[src/rtl/div_pkg.sv]
// div_pkg: shared state encoding and sizing helpers for the sequential divider.
package div_pkg;

  // Controller states of div_seq.
  typedef enum logic [1:0] {
    IDLE = 2'd0,
    RUN  = 2'd1,
    DONE = 2'd2
  } div_state_t;

  // The iteration counter must be able to hold the value WIDTH itself.
  function automatic int cnt_width(input int width);
    return $clog2(width + 1);
  endfunction

  // Counter width for the default 8-bit divider.
  localparam int DIV_CNT_W_DEFAULT = cnt_width(8);

endpackage

[src/rtl/cla_add.sv]
// cla_add: N-bit carry-lookahead adder. Each carry is built directly from the
// generate/propagate terms and the carry-in, not from the previous sum bit.
module cla_add #(
  parameter int N = 9
) (
  input  logic [N-1:0] a,
  input  logic [N-1:0] b,
  input  logic         cin,
  output logic [N-1:0] sum,
  output logic         cout
);

  logic [N-1:0] g;
  logic [N-1:0] p;
  logic [N:0]   c;

  genvar gi;
  generate
    for (gi = 0; gi < N; gi++) begin : g_gp
      assign g[gi] = a[gi] & b[gi];
      assign p[gi] = a[gi] ^ b[gi];
    end
  endgenerate

  // Lookahead carries: c[i] = g[i-1] | p[i-1]&g[i-2] | ... | p[i-1..0]&cin.
  always_comb begin
    logic acc;
    c    = '0;
    c[0] = cin;
    for (int i = 1; i <= N; i++) begin
      acc = cin;
      for (int j = 0; j < i; j++) begin
        acc = g[j] | (p[j] & acc);
      end
      c[i] = acc;
    end
  end

  assign sum  = p ^ c[N-1:0];
  assign cout = c[N];

endmodule

[src/rtl/div_step.sv]
// div_step: one combinational restoring-division iteration. Shifts the next
// dividend bit into the partial remainder, trial-subtracts the divisor on a
// WIDTH+1 bit adder (a + ~b + 1), and keeps or restores the remainder.
module div_step #(
  parameter int WIDTH = 8
) (
  input  logic [WIDTH-1:0] rem_in,
  input  logic [WIDTH-1:0] quo_in,
  input  logic [WIDTH-1:0] divisor,
  output logic [WIDTH-1:0] rem_out,
  output logic [WIDTH-1:0] quo_out
);

  logic [WIDTH:0] shifted;
  logic [WIDTH:0] diff;
  logic           no_borrow;
  logic           unused_diff_msb;

  assign shifted = {rem_in, quo_in[WIDTH-1]};

  cla_add #(.N(WIDTH + 1)) u_sub (
    .a    (shifted),
    .b    (~{1'b0, divisor}),
    .cin  (1'b1),
    .sum  (diff),
    .cout (no_borrow)
  );

  // A kept difference is below the divisor, so its top bit is always zero.
  assign unused_diff_msb = diff[WIDTH];

  assign rem_out = no_borrow ? diff[WIDTH-1:0] : shifted[WIDTH-1:0];
  assign quo_out = {quo_in[WIDTH-2:0], no_borrow};

endmodule

[src/rtl/div_seq.sv]
// div_seq: sequential restoring divider, one quotient bit per clock.
// Unsigned by default; define DIV_SEQ_SIGNED_EN for two's-complement operands
// (magnitudes are divided and signs fixed up when the outputs are loaded).
module div_seq
  import div_pkg::*;
#(
  parameter int WIDTH = 8
) (
  input  logic             clock,
  input  logic             reset_n,
  input  logic             start,
  input  logic [WIDTH-1:0] dividend,
  input  logic [WIDTH-1:0] divisor,
  output logic             ready,
  output logic             result_valid,
  output logic [WIDTH-1:0] quotient,
  output logic [WIDTH-1:0] remainder,
  output logic             exception
);

  localparam int               CW       = cnt_width(WIDTH);
  localparam logic [CW-1:0]    CNT_LOAD = CW'(WIDTH);
  localparam logic [CW-1:0]    CNT_ONE  = CW'(1);
  localparam logic [WIDTH-1:0] ALL_ONES = '1;

  div_state_t       state_reg;
  logic [CW-1:0]    cnt_reg;
  logic [WIDTH-1:0] rem_reg;
  logic [WIDTH-1:0] quo_reg;
  logic [WIDTH-1:0] dvs_reg;
  logic             zero_reg;

  logic [WIDTH-1:0] rem_next;
  logic [WIDTH-1:0] quo_next;
  logic [WIDTH-1:0] dvd_mag;
  logic [WIDTH-1:0] dvs_mag;
  logic [WIDTH-1:0] q_fix;
  logic [WIDTH-1:0] r_fix;
  logic             exc_fix;

  div_step #(.WIDTH(WIDTH)) u_step (
    .rem_in  (rem_reg),
    .quo_in  (quo_reg),
    .divisor (dvs_reg),
    .rem_out (rem_next),
    .quo_out (quo_next)
  );

`ifdef DIV_SEQ_SIGNED_EN
  localparam logic [WIDTH-1:0] ONE      = WIDTH'(1);
  localparam logic [WIDTH-1:0] MOST_NEG = {1'b1, {(WIDTH-1){1'b0}}};

  logic dvd_neg;
  logic dvs_neg;
  logic neg_q_reg;
  logic neg_r_reg;
  logic ovf_reg;

  assign dvd_neg = dividend[WIDTH-1];
  assign dvs_neg = divisor[WIDTH-1];
  assign dvd_mag = dvd_neg ? (~dividend + ONE) : dividend;
  assign dvs_mag = dvs_neg ? (~divisor + ONE) : divisor;
  assign q_fix   = neg_q_reg ? (~quo_reg + ONE) : quo_reg;
  assign r_fix   = neg_r_reg ? (~rem_reg + ONE) : rem_reg;
  assign exc_fix = zero_reg | ovf_reg;

  // Sign bookkeeping captured with the operands; cleared for divide-by-zero
  // so the raw dividend passes through to the remainder untouched.
  always_ff @(posedge clock or negedge reset_n) begin
    if (!reset_n) begin
      neg_q_reg <= 1'b0;
      neg_r_reg <= 1'b0;
      ovf_reg   <= 1'b0;
    end else if (ready && start) begin
      neg_q_reg <= (divisor != '0) && (dvd_neg ^ dvs_neg);
      neg_r_reg <= (divisor != '0) && dvd_neg;
      ovf_reg   <= (dividend == MOST_NEG) && (divisor == ALL_ONES);
    end
  end
`else
  assign dvd_mag = dividend;
  assign dvs_mag = divisor;
  assign q_fix   = quo_reg;
  assign r_fix   = rem_reg;
  assign exc_fix = zero_reg;
`endif

  // Controller, working registers and registered result outputs.
  always_ff @(posedge clock or negedge reset_n) begin
    if (!reset_n) begin
      state_reg    <= IDLE;
      ready        <= 1'b1;
      result_valid <= 1'b0;
      quotient     <= '0;
      remainder    <= '0;
      exception    <= 1'b0;
      cnt_reg      <= '0;
      rem_reg      <= '0;
      quo_reg      <= '0;
      dvs_reg      <= '0;
      zero_reg     <= 1'b0;
    end else begin
      result_valid <= 1'b0;
      if (state_reg == RUN) begin
        rem_reg <= rem_next;
        quo_reg <= quo_next;
        cnt_reg <= cnt_reg - CNT_ONE;
        if (cnt_reg == CNT_ONE) begin
          state_reg <= DONE;
          ready     <= 1'b1;
        end
      end else begin
        // Leaving DONE publishes the finished result for one cycle.
        if (state_reg == DONE) begin
          quotient     <= q_fix;
          remainder    <= r_fix;
          exception    <= exc_fix;
          result_valid <= 1'b1;
        end
        if (start) begin
          if (divisor == '0) begin
            state_reg <= DONE;
            zero_reg  <= 1'b1;
            quo_reg   <= ALL_ONES;
            rem_reg   <= dividend;
            cnt_reg   <= '0;
          end else begin
            state_reg <= RUN;
            ready     <= 1'b0;
            zero_reg  <= 1'b0;
            quo_reg   <= dvd_mag;
            rem_reg   <= '0;
            dvs_reg   <= dvs_mag;
            cnt_reg   <= CNT_LOAD;
          end
        end else begin
          state_reg <= IDLE;
        end
      end
    end
  end

endmodule
[config.mk]
export PLATFORM = sky130hd
export DESIGN_NAME = div_seq
export DESIGN_NICKNAME = d
export VERILOG_FILES = /design/src/rtl/div_pkg.sv /design/src/rtl/cla_add.sv /design/src/rtl/div_step.sv /design/src/rtl/div_seq.sv
export SDC_FILE = /design/constraint.sdc
export NUM_CORES = 1
export LEC_CHECK = 0
export ABC_AREA = 0
export CAP_MARGIN = 20
export CORE_UTILIZATION = 40
export DETAILED_ROUTE_END_ITERATION = 7
export MAX_ROUTING_LAYER = met4
export SYNTH_ARGS = -nofsm -noshare
export SYNTH_HDL_FRONTEND = slang
export SYNTH_SLANG_ARGS = --single-unit
[constraint.sdc]
create_clock -name clock -period 3.9 [get_ports clock]
set_input_delay 0.78 -clock clock [delete_from_list [all_inputs] [get_ports clock]]
set_output_delay 0.78 -clock clock [all_outputs]
set_load 0.02 [all_outputs]
==> results of run 1 <==
==> power groups by stage <==
stage	combinational (mW)	clock (mW)	sequential, mW
2_1_floorplan	0.856	0	1.02
3_3_place_gp	1.32	0	0.959
3_5_place_dp	1.36	0	0.966
4_1_cts	1.38	0.330	0.959
5_1_grt	1.55	0.348	0.999
6_report	1.37	0.319	0.958
==> through the flow <==
step	utilization	TNS, ns	setup slack, ns	hold WS, ns
floorplan	-	0	0.0215	0.459
detailed placement	0.490	-0.198	-0.0848	0.469
global route	0.509	0	0.0185	0.454
global placement	0.490	0	0.0243	0.462
finish	0.509	0	0.158	0.416
CTS	0.508	0	0.0256	0.435
==> worst max-delay path, stage by stage, from the launching register on <==
cell      delay [ns]
dfrtp_1         0.37
inv_1           0.06
ha_1            0.18
fa_1            0.38
fa_2            0.35
fa_2            0.34
fa_2            0.34
fa_2            0.35
fa_2            0.34
inv_1           0.08
fa_2            0.43
and2_1          0.16
o21ai_1         0.12
o221ai_1        0.12
==> routing by layer <==
metal	wire length, um	track usage
met1	2450	0.248
met5	0	-
met3	181	0.0371
met2	2610	0.300
met4	52	0.0518
==> cell usage after synthesis (2+ instances only) <==
library cell  instances  area share
buf_2                 4      0.0080
nor4_4                2       0.017
buf_6                 2      0.0089
nor3b_1               2      0.0060
mux2_2               19       0.085
inv_1                21       0.031
o221ai_1              8       0.028
o21ai_0              26       0.052
clkbuf_1              8       0.012
a21oi_1               4      0.0080
nand2_1              11       0.016
nand2b_1              2      0.0050
fa_1                  7       0.056
nor2_1                2      0.0030
a211oi_1              8       0.024
ha_1                  3       0.015
dfrtp_1              49        0.49
o2bb2ai_1             8       0.028
mux2i_1              10       0.040
nand3_1               9       0.018
==> final cells by class <==
| cell class | instances | share of cell area |
|---|---|---|
| clock buffer | 7 | 0.0283 |
| clock inverter | 1 | 0.00164 |
| inverter | 22 | 0.0271 |
| multi-input combinational | 131 | 0.367 |
| sequential | 50 | 0.411 |
| tap | 75 | 0.0308 |
| timing repair buffer | 43 | 0.135 |
==> timing repair <==
action | in CTS | in global routing
gates resized for setup | 3 | 4
hold buffers | 0 | 0
endpoints found under the setup margin | 9 | 8
buffers inserted | 1 | 0
==> worst min path at each step <==
stage	from	to	slack, ns	cells past startpoint
after floorplan	exc_fix	exc_fix	0.46	2
after global placement	remainder[0]	remainder[0]	0.46	2
after detailed placement	remainder[0]	remainder[0]	0.47	2
after CTS	reset_n	exception	0.44	1
after global routing	reset_n	exception	0.45	1
final	reset_n	exception	0.42	1
==> kinds of logic after synthesis <==
kind of cell | after synthesis | share of synthesized area
adders and majority gates | 10 | 0.0706
muxes | 29 | 0.125
buffers and inverters | 37 | 0.0646
and+or+nand+nor | 35 | 0.0880
DFF | 50 | 0.498
AOI/OAI and AO/OA | 57 | 0.155
==> impl_metrics.toml, run 1 <==
[logic_synthesis]
synth-edff-count = 0
netlist_instances = 218
synth_area_sq_mm = 0.00252
synth_seq_cells = 50
yosysWarnings = 0
async_flop_share = 1.00
avgSynthCellArea_sq_um = 11.5
syn-num-nets = 247
synth_flop_cell = "dfrtp_1"
ys_seq_area_frac = 0.498
ys_types = 33

[worst_setup_path]
r2r-start = "q_fix[7]"
end_kind = "flop"
setup.worst_path.start = "q_fix[7]"
cp_max_fo = 2
reg2reg_to = "r_fix[7]"
regToRegSetupSlack_ns = 0.16
cp.required_ns = 4.08
setup.worst_path.class = "reg2reg"
rr_worst_depth = 13
cp.arrival_ns = 3.92
setup.worst_path.start_class = "flop"
crit_end = "r_fix[7]"

[timing]
tightestPinTransition_ns = 1.02
hold_violations = 0
finalMaxSlewViolations = 0
fin_crit_ns = 3.74
maxSlewHeadroom = 0.321
rsz0062_at_grt = "false"
period_share = 0.959
fmax_ghz = 0.267
fin_skew_ns = 0.00732
finalSetupViolations = 0

[detailed_routing]
wire_per_inst_um = 16.1
drc = 0
via_per_inst = 5.31
vias = 1746
routed_wl_um = 5290
initialDrtViolationCount = 94
dr.pass1.iters = 4
postRouteAntennaNets = 0

[floorplan]
row_count = 28
num_io_pins = 38
die_area_sq_mm = 0.00661
start_util = 0.420
die_w_um = 81.3
die_height_um = 81.3
core_area_sq_mm = 0.00599

[clock_network]
clk_pin_slew_worst_paths_ns = 0.09
cts_tree = "done"
clkSinkCount = 50
htreeDepth = 2
cts_inserted_buffers = 5
root_buffer = "clkbuf_8"
clock_latency_ns = 0.30
clock_path_buffers = 2

[cells_and_area]
post_route_cells_drive_above_1_share = 0.193
final_common_cell = "dfrtp_1"
area_growth_pct = 21.2
mostFrequentLayoutCells = "dfrtp_1, clkdlybuf4s50_1, o21ai_0"
nFillCells = 541
final-instance-count-excl-fill = 329
multi_input_area_sq_mm = 0.00112
nets = 282
regArea_sq_mm = 0.00125
design_area_sq_mm = 0.00305
n_antenna_cell = 0

[pwr]
p_clk_frac = 0.121
switchingPower_mw = 1.06
p_seq_frac = 0.362
combPwrFrac = 0.518
p_int_mw = 1.58
cellLeakagePower_nw = 1.30
p_sw_frac = 0.402
worst_ir_drop_vdd_uv = 365
p_total_mw = 2.65
powerDensity_mw_per_mm2 = 868

[worst_hold_path]
hold_path_class = "in2async"

[placed_design]
io_buffer_count = 37
place_inst = 320
dpl_cell_area_sq_mm = 0.00294
gp_congestion = 0.834
dp_hpwl_um = 3870

[grt]
grt_overflow = 0
grt_pass1_vias = 1795
grt_max_degree = 31
grt_pass1_wl_um = 9030
track_usage = 0.190
grt_antenna_before_repair = 0

[status]
status = "completed"

[job]
cap_viol_max_count = 0
(Power assumes the default switching activity.)
==> inputs of run 2 (changes only) <==
- ABC_CLOCK_PERIOD_IN_PS: not set -> 3900
- CORE_UTILIZATION: 40 -> 48
- PLACE_DENSITY: not set -> 0.75
==> run 2 against run 1 <==
  * Sequential power barely moved
  * Clock skew rose by 0.00057 ns
  * Highest routed layer unchanged
  * Combinational power barely moved
  * Non-clock buffer count fell by 1
  * Wire length fell by 3.5%
  * Fmax fell by 2.5%
  * Flip-flop and latch count did not move
  * Largest power group unchanged
  * Largest cell class unchanged
  * Die area fell by 16%
==> impl_metrics.toml, run 2 (synthesized netlist as in run 1, its figures left out) <==
[status]
status = "completed"

[timing]
rsz0062_at_grt = "true"
tightestPinTransition_ns = 1.00
hold_violations = 0
maxSlewHeadroom = 0.333
fin_crit_ns = 3.84
finalMaxSlewViolations = 0
holdWs_ns = 0.484
period_share = 0.984
fmax_ghz = 0.261
finalSetupViolations = 0
fin_skew_ns = 0.00789

[placed_design]
place_inst = 311
io_buffer_count = 37
gp_congestion = 0.851
dp_hpwl_um = 3670

[worst_setup_path]
cp.arrival_ns = 4.02
cp_max_fo = 2
r2r-start = "dvs_reg[0]"
rr_worst_depth = 12
regToRegSetupSlack_ns = 0.06
setup.worst_path.start_class = "flop"
cp.required_ns = 4.08
crit_slowest_cell = "fa_2"
critPathBufInv = 1
setup.worst_path.class = "reg2reg"
critPathTopFamily = "adder cells"
timing.critical_path.cells = "ha_2, fa_2, fa_2, fa_2, fa_2, fa_2, fa_2, inv_2, fa_2, and2_1, o21ai_1, o221ai_1"
end_kind = "flop"
slowest_delay_ns = 0.43
reg2reg_to = "r_fix[7]"
crit_path_frequent_cell = "fa_2"

[floorplan]
die_height_um = 74.4
num_io_pins = 38
core_area_sq_mm = 0.00488
die_w_um = 74.4
die_area_sq_mm = 0.00554
row_count = 25
start_util = 0.516

[clock_network]
clk_pin_slew_worst_paths_ns = 0.09
root_buffer = "clkbuf_8"
clkSinkCount = 50
ctsHoldBuffers = 0
cts_inserted_buffers = 5
clock_latency_ns = 0.31
htreeDepth = 2
cts_tree = "done"
clock_path_buffers = 2

[pwr]
combPwrFrac = 0.520
powerDensity_mw_per_mm2 = 875
p_int_mw = 1.59
p_sw_frac = 0.403
p_clk_frac = 0.119
switchingPower_mw = 1.07
worst_ir_drop_vdd_uv = 392
p_seq_frac = 0.361
cellLeakagePower_nw = 1.29

[detailed_routing]
wire_per_inst_um = 16.0
vias = 1774
postRouteAntennaNets = 0
drc = 0
dr.pass1.iters = 4
via_per_inst = 5.54
initialDrtViolationCount = 165
routed_wl_um = 5110

[cells_and_area]
mostFrequentLayoutCells = "dfrtp_1, clkdlybuf4s50_1, o21ai_0"
nFillCells = 435
area_growth_pct = 20.8
final_common_cell = "dfrtp_1"
post_route_cells_drive_above_1_share = 0.206
nets = 281
final-instance-count-excl-fill = 320
n_antenna_cell = 0

[grt]
track_usage = 0.216
grt_antenna_before_repair = 0
grt_pass1_vias = 1728
grt_pass1_wl_um = 8400
grt_overflow = 0
grt_max_degree = 45

[job]
cap_viol_max_count = 0

[worst_hold_path]
hold_path_class = "reg2reg"
holdPathEnd = "remainder[3]"
holdPathStages = 2
holdCritStartpoint = "remainder[3]"
[run 2: cell types whose count changed in the layout (fill, tap and decap cells not counted), sizes merged]
cell,change
buf,-1
clkbuf,-1
clkinvlp,+1
[run 2: tightest hold or removal path, stage by stage (launching register included)]
cell and delay, ns:
dfrtp_1 0.35, nand2_1 0.05, o21ai_0 0.06
[run 2: how the worst max path moves through the flow]
stage	startpoint	cells past startpoint	endpoint	slack (ns)
floorplan	q_fix[7]	15	r_fix[6]	0.02
global placement	dvs_reg[0]	12	r_fix[7]	0.04
detailed placement	dvs_reg[0]	12	r_fix[7]	-0.08
CTS	dvs_reg[0]	12	r_fix[7]	0.006
global route	dvs_reg[0]	12	r_fix[7]	-0.10
finish	dvs_reg[0]	12	r_fix[7]	0.06
[run 2: power by group through the flow]
| stage | clock network (mW) | registers [mW] | logic, mW |
|---|---|---|---|
| 2_1_floorplan | 0 | 1.02 | 0.856 |
| 3_3_place_gp | 0 | 0.956 | 1.30 |
| 3_5_place_dp | 0 | 0.968 | 1.34 |
| 4_1_cts | 0.324 | 0.959 | 1.35 |
| 5_1_grt | 0.336 | 0.997 | 1.56 |
| 6_report | 0.318 | 0.961 | 1.38 |
[run 2: cell type report]
cell class | count | area, sq um | area share
clock buffer | 6 | 82.6 | 0.0271
timing repair buffer | 42 | 403 | 0.132
tap | 67 | 83.8 | 0.0276
clock inverter | 2 | 12.5 | 0.00411
sequential | 50 | 1250 | 0.412
inverter | 22 | 82.6 | 0.0271
multi-input combinational | 131 | 1120 | 0.370
[run 2: stage by stage]
step | power (mW) | util | worst slack (ns) | setup TNS (ns) | cell area [sq um]
2_1_floorplan | 1.88 | - | 0.0215 | 0 | 2520
3_3_place_gp | 2.25 | 0.598 | 0.0436 | 0 | 2920
3_5_place_dp | 2.30 | 0.598 | -0.0818 | -0.227 | 2920
4_1_cts | 2.63 | 0.619 | 0.00633 | 0 | 3020
5_1_grt | 2.89 | 0.623 | -0.104 | -0.104 | 3040
6_report | 2.66 | 0.623 | 0.0628 | 0 | 3040
[run 2: routing by layer]
metal,vias to the layer above,GRT usage,part of all wire
li1,844,-,-
met1,876,0.288,0.48
met2,46,0.317,0.46
met3,8,0.0420,0.038
met4,0,0.101,0.021
met5,-,-,0
[run 2: repair_timing]
action	in CTS	in global routing
pin swaps	0	4
gates resized for setup	2	8
endpoints found under the setup margin	9	9
setup buffers	0	1
==> inputs of run 3 (changes only) <==
==> constraint.sdc (replaced) <==
create_clock -name clock -period 3.9 [get_ports clock]
set_input_delay 0.585 -clock clock [delete_from_list [all_inputs] [get_ports clock]]
set_output_delay 0.585 -clock clock [all_outputs]
set_load 0.02 [all_outputs]
==> run 3 against run 2 <==
  * Sequential share of layout area fell by 0.44 points
  * Largest cell class unchanged
  * Worst setup slack improved by 0.033 ns
  * Sequential power fell by 0.7%
  * Clock-buffer cell count did not move
  * Via count fell by 1.2%
  * Register-to-register slack improved by 0.03 ns
==> impl_metrics.toml, run 3 (synthesized netlist as in run 1, its figures left out) <==
[status]
status = "completed"

[timing]
hold_violations = 0
finalSetupViolations = 0
finalMaxSlewViolations = 0
tightestPinTransition_ns = 1.03
fin_skew_ns = 0.00792
maxSlewHeadroom = 0.315
fin_tns_setup_ns = 0
fmax_ghz = 0.263
fin_ws_ns = 0.0961
period_share = 0.975
fin_crit_ns = 3.80

[cells_and_area]
final_common_cell = "dfrtp_1"
nets = 280
post_route_cells_drive_above_1_share = 0.187
area_growth_pct = 22.1
n_antenna_cell = 0
nFillCells = 428
mostFrequentLayoutCells = "dfrtp_1, clkdlybuf4s50_1, o21ai_0"

[pwr]
worst_ir_drop_vdd_uv = 480
powerDensity_mw_per_mm2 = 898
cellLeakagePower_nw = 1.31

[clock_network]
clk_pin_slew_worst_paths_ns = 0.09
clock_path_buffers = 2
cts_tree = "done"
clkSinkCount = 50
htreeDepth = 2
cts_inserted_buffers = 5
ctsHoldBuffers = 0
clock_latency_ns = 0.31
root_buffer = "clkbuf_8"

[floorplan]
core_area_sq_mm = 0.00488
num_io_pins = 38
die_w_um = 74.4
die_area_sq_mm = 0.00554
die_height_um = 74.4
row_count = 25
start_util = 0.516

[worst_setup_path]
setup.worst_path.start_class = "flop"
cp.required_ns = 4.09
cp.arrival_ns = 3.99
r2r-start = "dvs_reg[0]"
critPathBufInv = 1
crit_slowest_cell = "fa_2"
slowest_delay_ns = 0.43
setup.worst_path.class = "reg2reg"
critPathTopFamily = "adder cells"
cp_max_fo = 2
crit_path_frequent_cell = "fa_2"
setup.worst_path.start = "dvs_reg[0]"
timing.critical_path.cells = "ha_1, fa_1, fa_2, fa_2, fa_2, fa_2, fa_1, inv_1, fa_2, and2_1, o21ai_1, o221ai_1"
end_kind = "flop"

[grt]
track_usage = 0.213
grt_overflow = 0
grt_antenna_before_repair = 0
grt_max_degree = 33
grt_pass1_vias = 1699
grt_pass1_wl_um = 8380

[placed_design]
gp_congestion = 0.871
pre_cts_slack_ns = -0.104
io_buffer_count = 37
dp_hpwl_um = 3710

[detailed_routing]
vias = 1752
postRouteAntennaNets = 0
routed_wl_um = 5160
dr.pass1.iters = 4
drc = 0
via_per_inst = 5.49
wire_per_inst_um = 16.2
initialDrtViolationCount = 116

[job]
cap_viol_max_count = 0

[worst_hold_path]
hold_path_class = "in2async"
## run 3: layout make-up
cell class                 instances  area, sq um  share of cell area
sequential                        50         1250               0.407
timing repair buffer              41          395               0.129
clock buffer                       6         82.6              0.0269
inverter                          22         82.6              0.0269
tap                               67         83.8              0.0273
clock inverter                     2         60.1              0.0195
multi-input combinational        131         1120               0.363
## run 3: final timing paths
check                      cells past startpoint  slack [ns]      endpoint
max in group asynchronous                      2        2.79         ready
max reg2reg                                   12         0.1      r_fix[7]
min                                            1        0.33      q_fix[3]
max                                           12         0.1      r_fix[7]
min reg2reg                                    2        0.48  remainder[0]
min in group clock                             2        0.48  remainder[0]
## run 3: per-layer routing
metal,up-vias,share of wire,wire length (um),track usage
li1,834,-,-,-
met2,36,0.47,2440,0.322
met4,0,0.015,79,0.0776
met5,-,0,0,-
met3,6,0.035,183,0.0447
met1,876,0.48,2460,0.285
## run 3: what timing repair did
action | in CTS | in global routing
setup buffers | 1 | 0
endpoints found under the setup margin | 9 | 9
gates resized for setup | 3 | 3
## run 3: stage by stage
stage                     instances  hold WS, ns  instance area (sq um)  utilization  power, mW
after CTS                       319        0.345                   3070        0.628       2.77
after detailed placement        310        0.470                   2910        0.597       2.30
final                           319        0.328                   3070        0.630       2.76
after global placement          310        0.462                   2910        0.597       2.25
after floorplan                 218        0.289                   2520            -       1.88
after global routing            319        0.371                   3070        0.630       2.99
## run 3: power breakdown
| group | internal, mW | switching, mW | total, mW |
|---|---|---|---|
| Sequential | 0.777 | 0.176 | 0.954 |
| Combinational | 0.656 | 0.702 | 1.36 |
| Clock | 0.274 | 0.176 | 0.450 |
| Total | 1.71 | 1.05 | 2.76 |
## run 3: worst reg2reg max path: cells and delay by family (launching register included)
kind	cells	cell delay (ns)
fa+ha+maj	8	2.77
flops	1	0.39
compound gates	2	0.27
simple gates	1	0.17
buf+inv	1	0.08
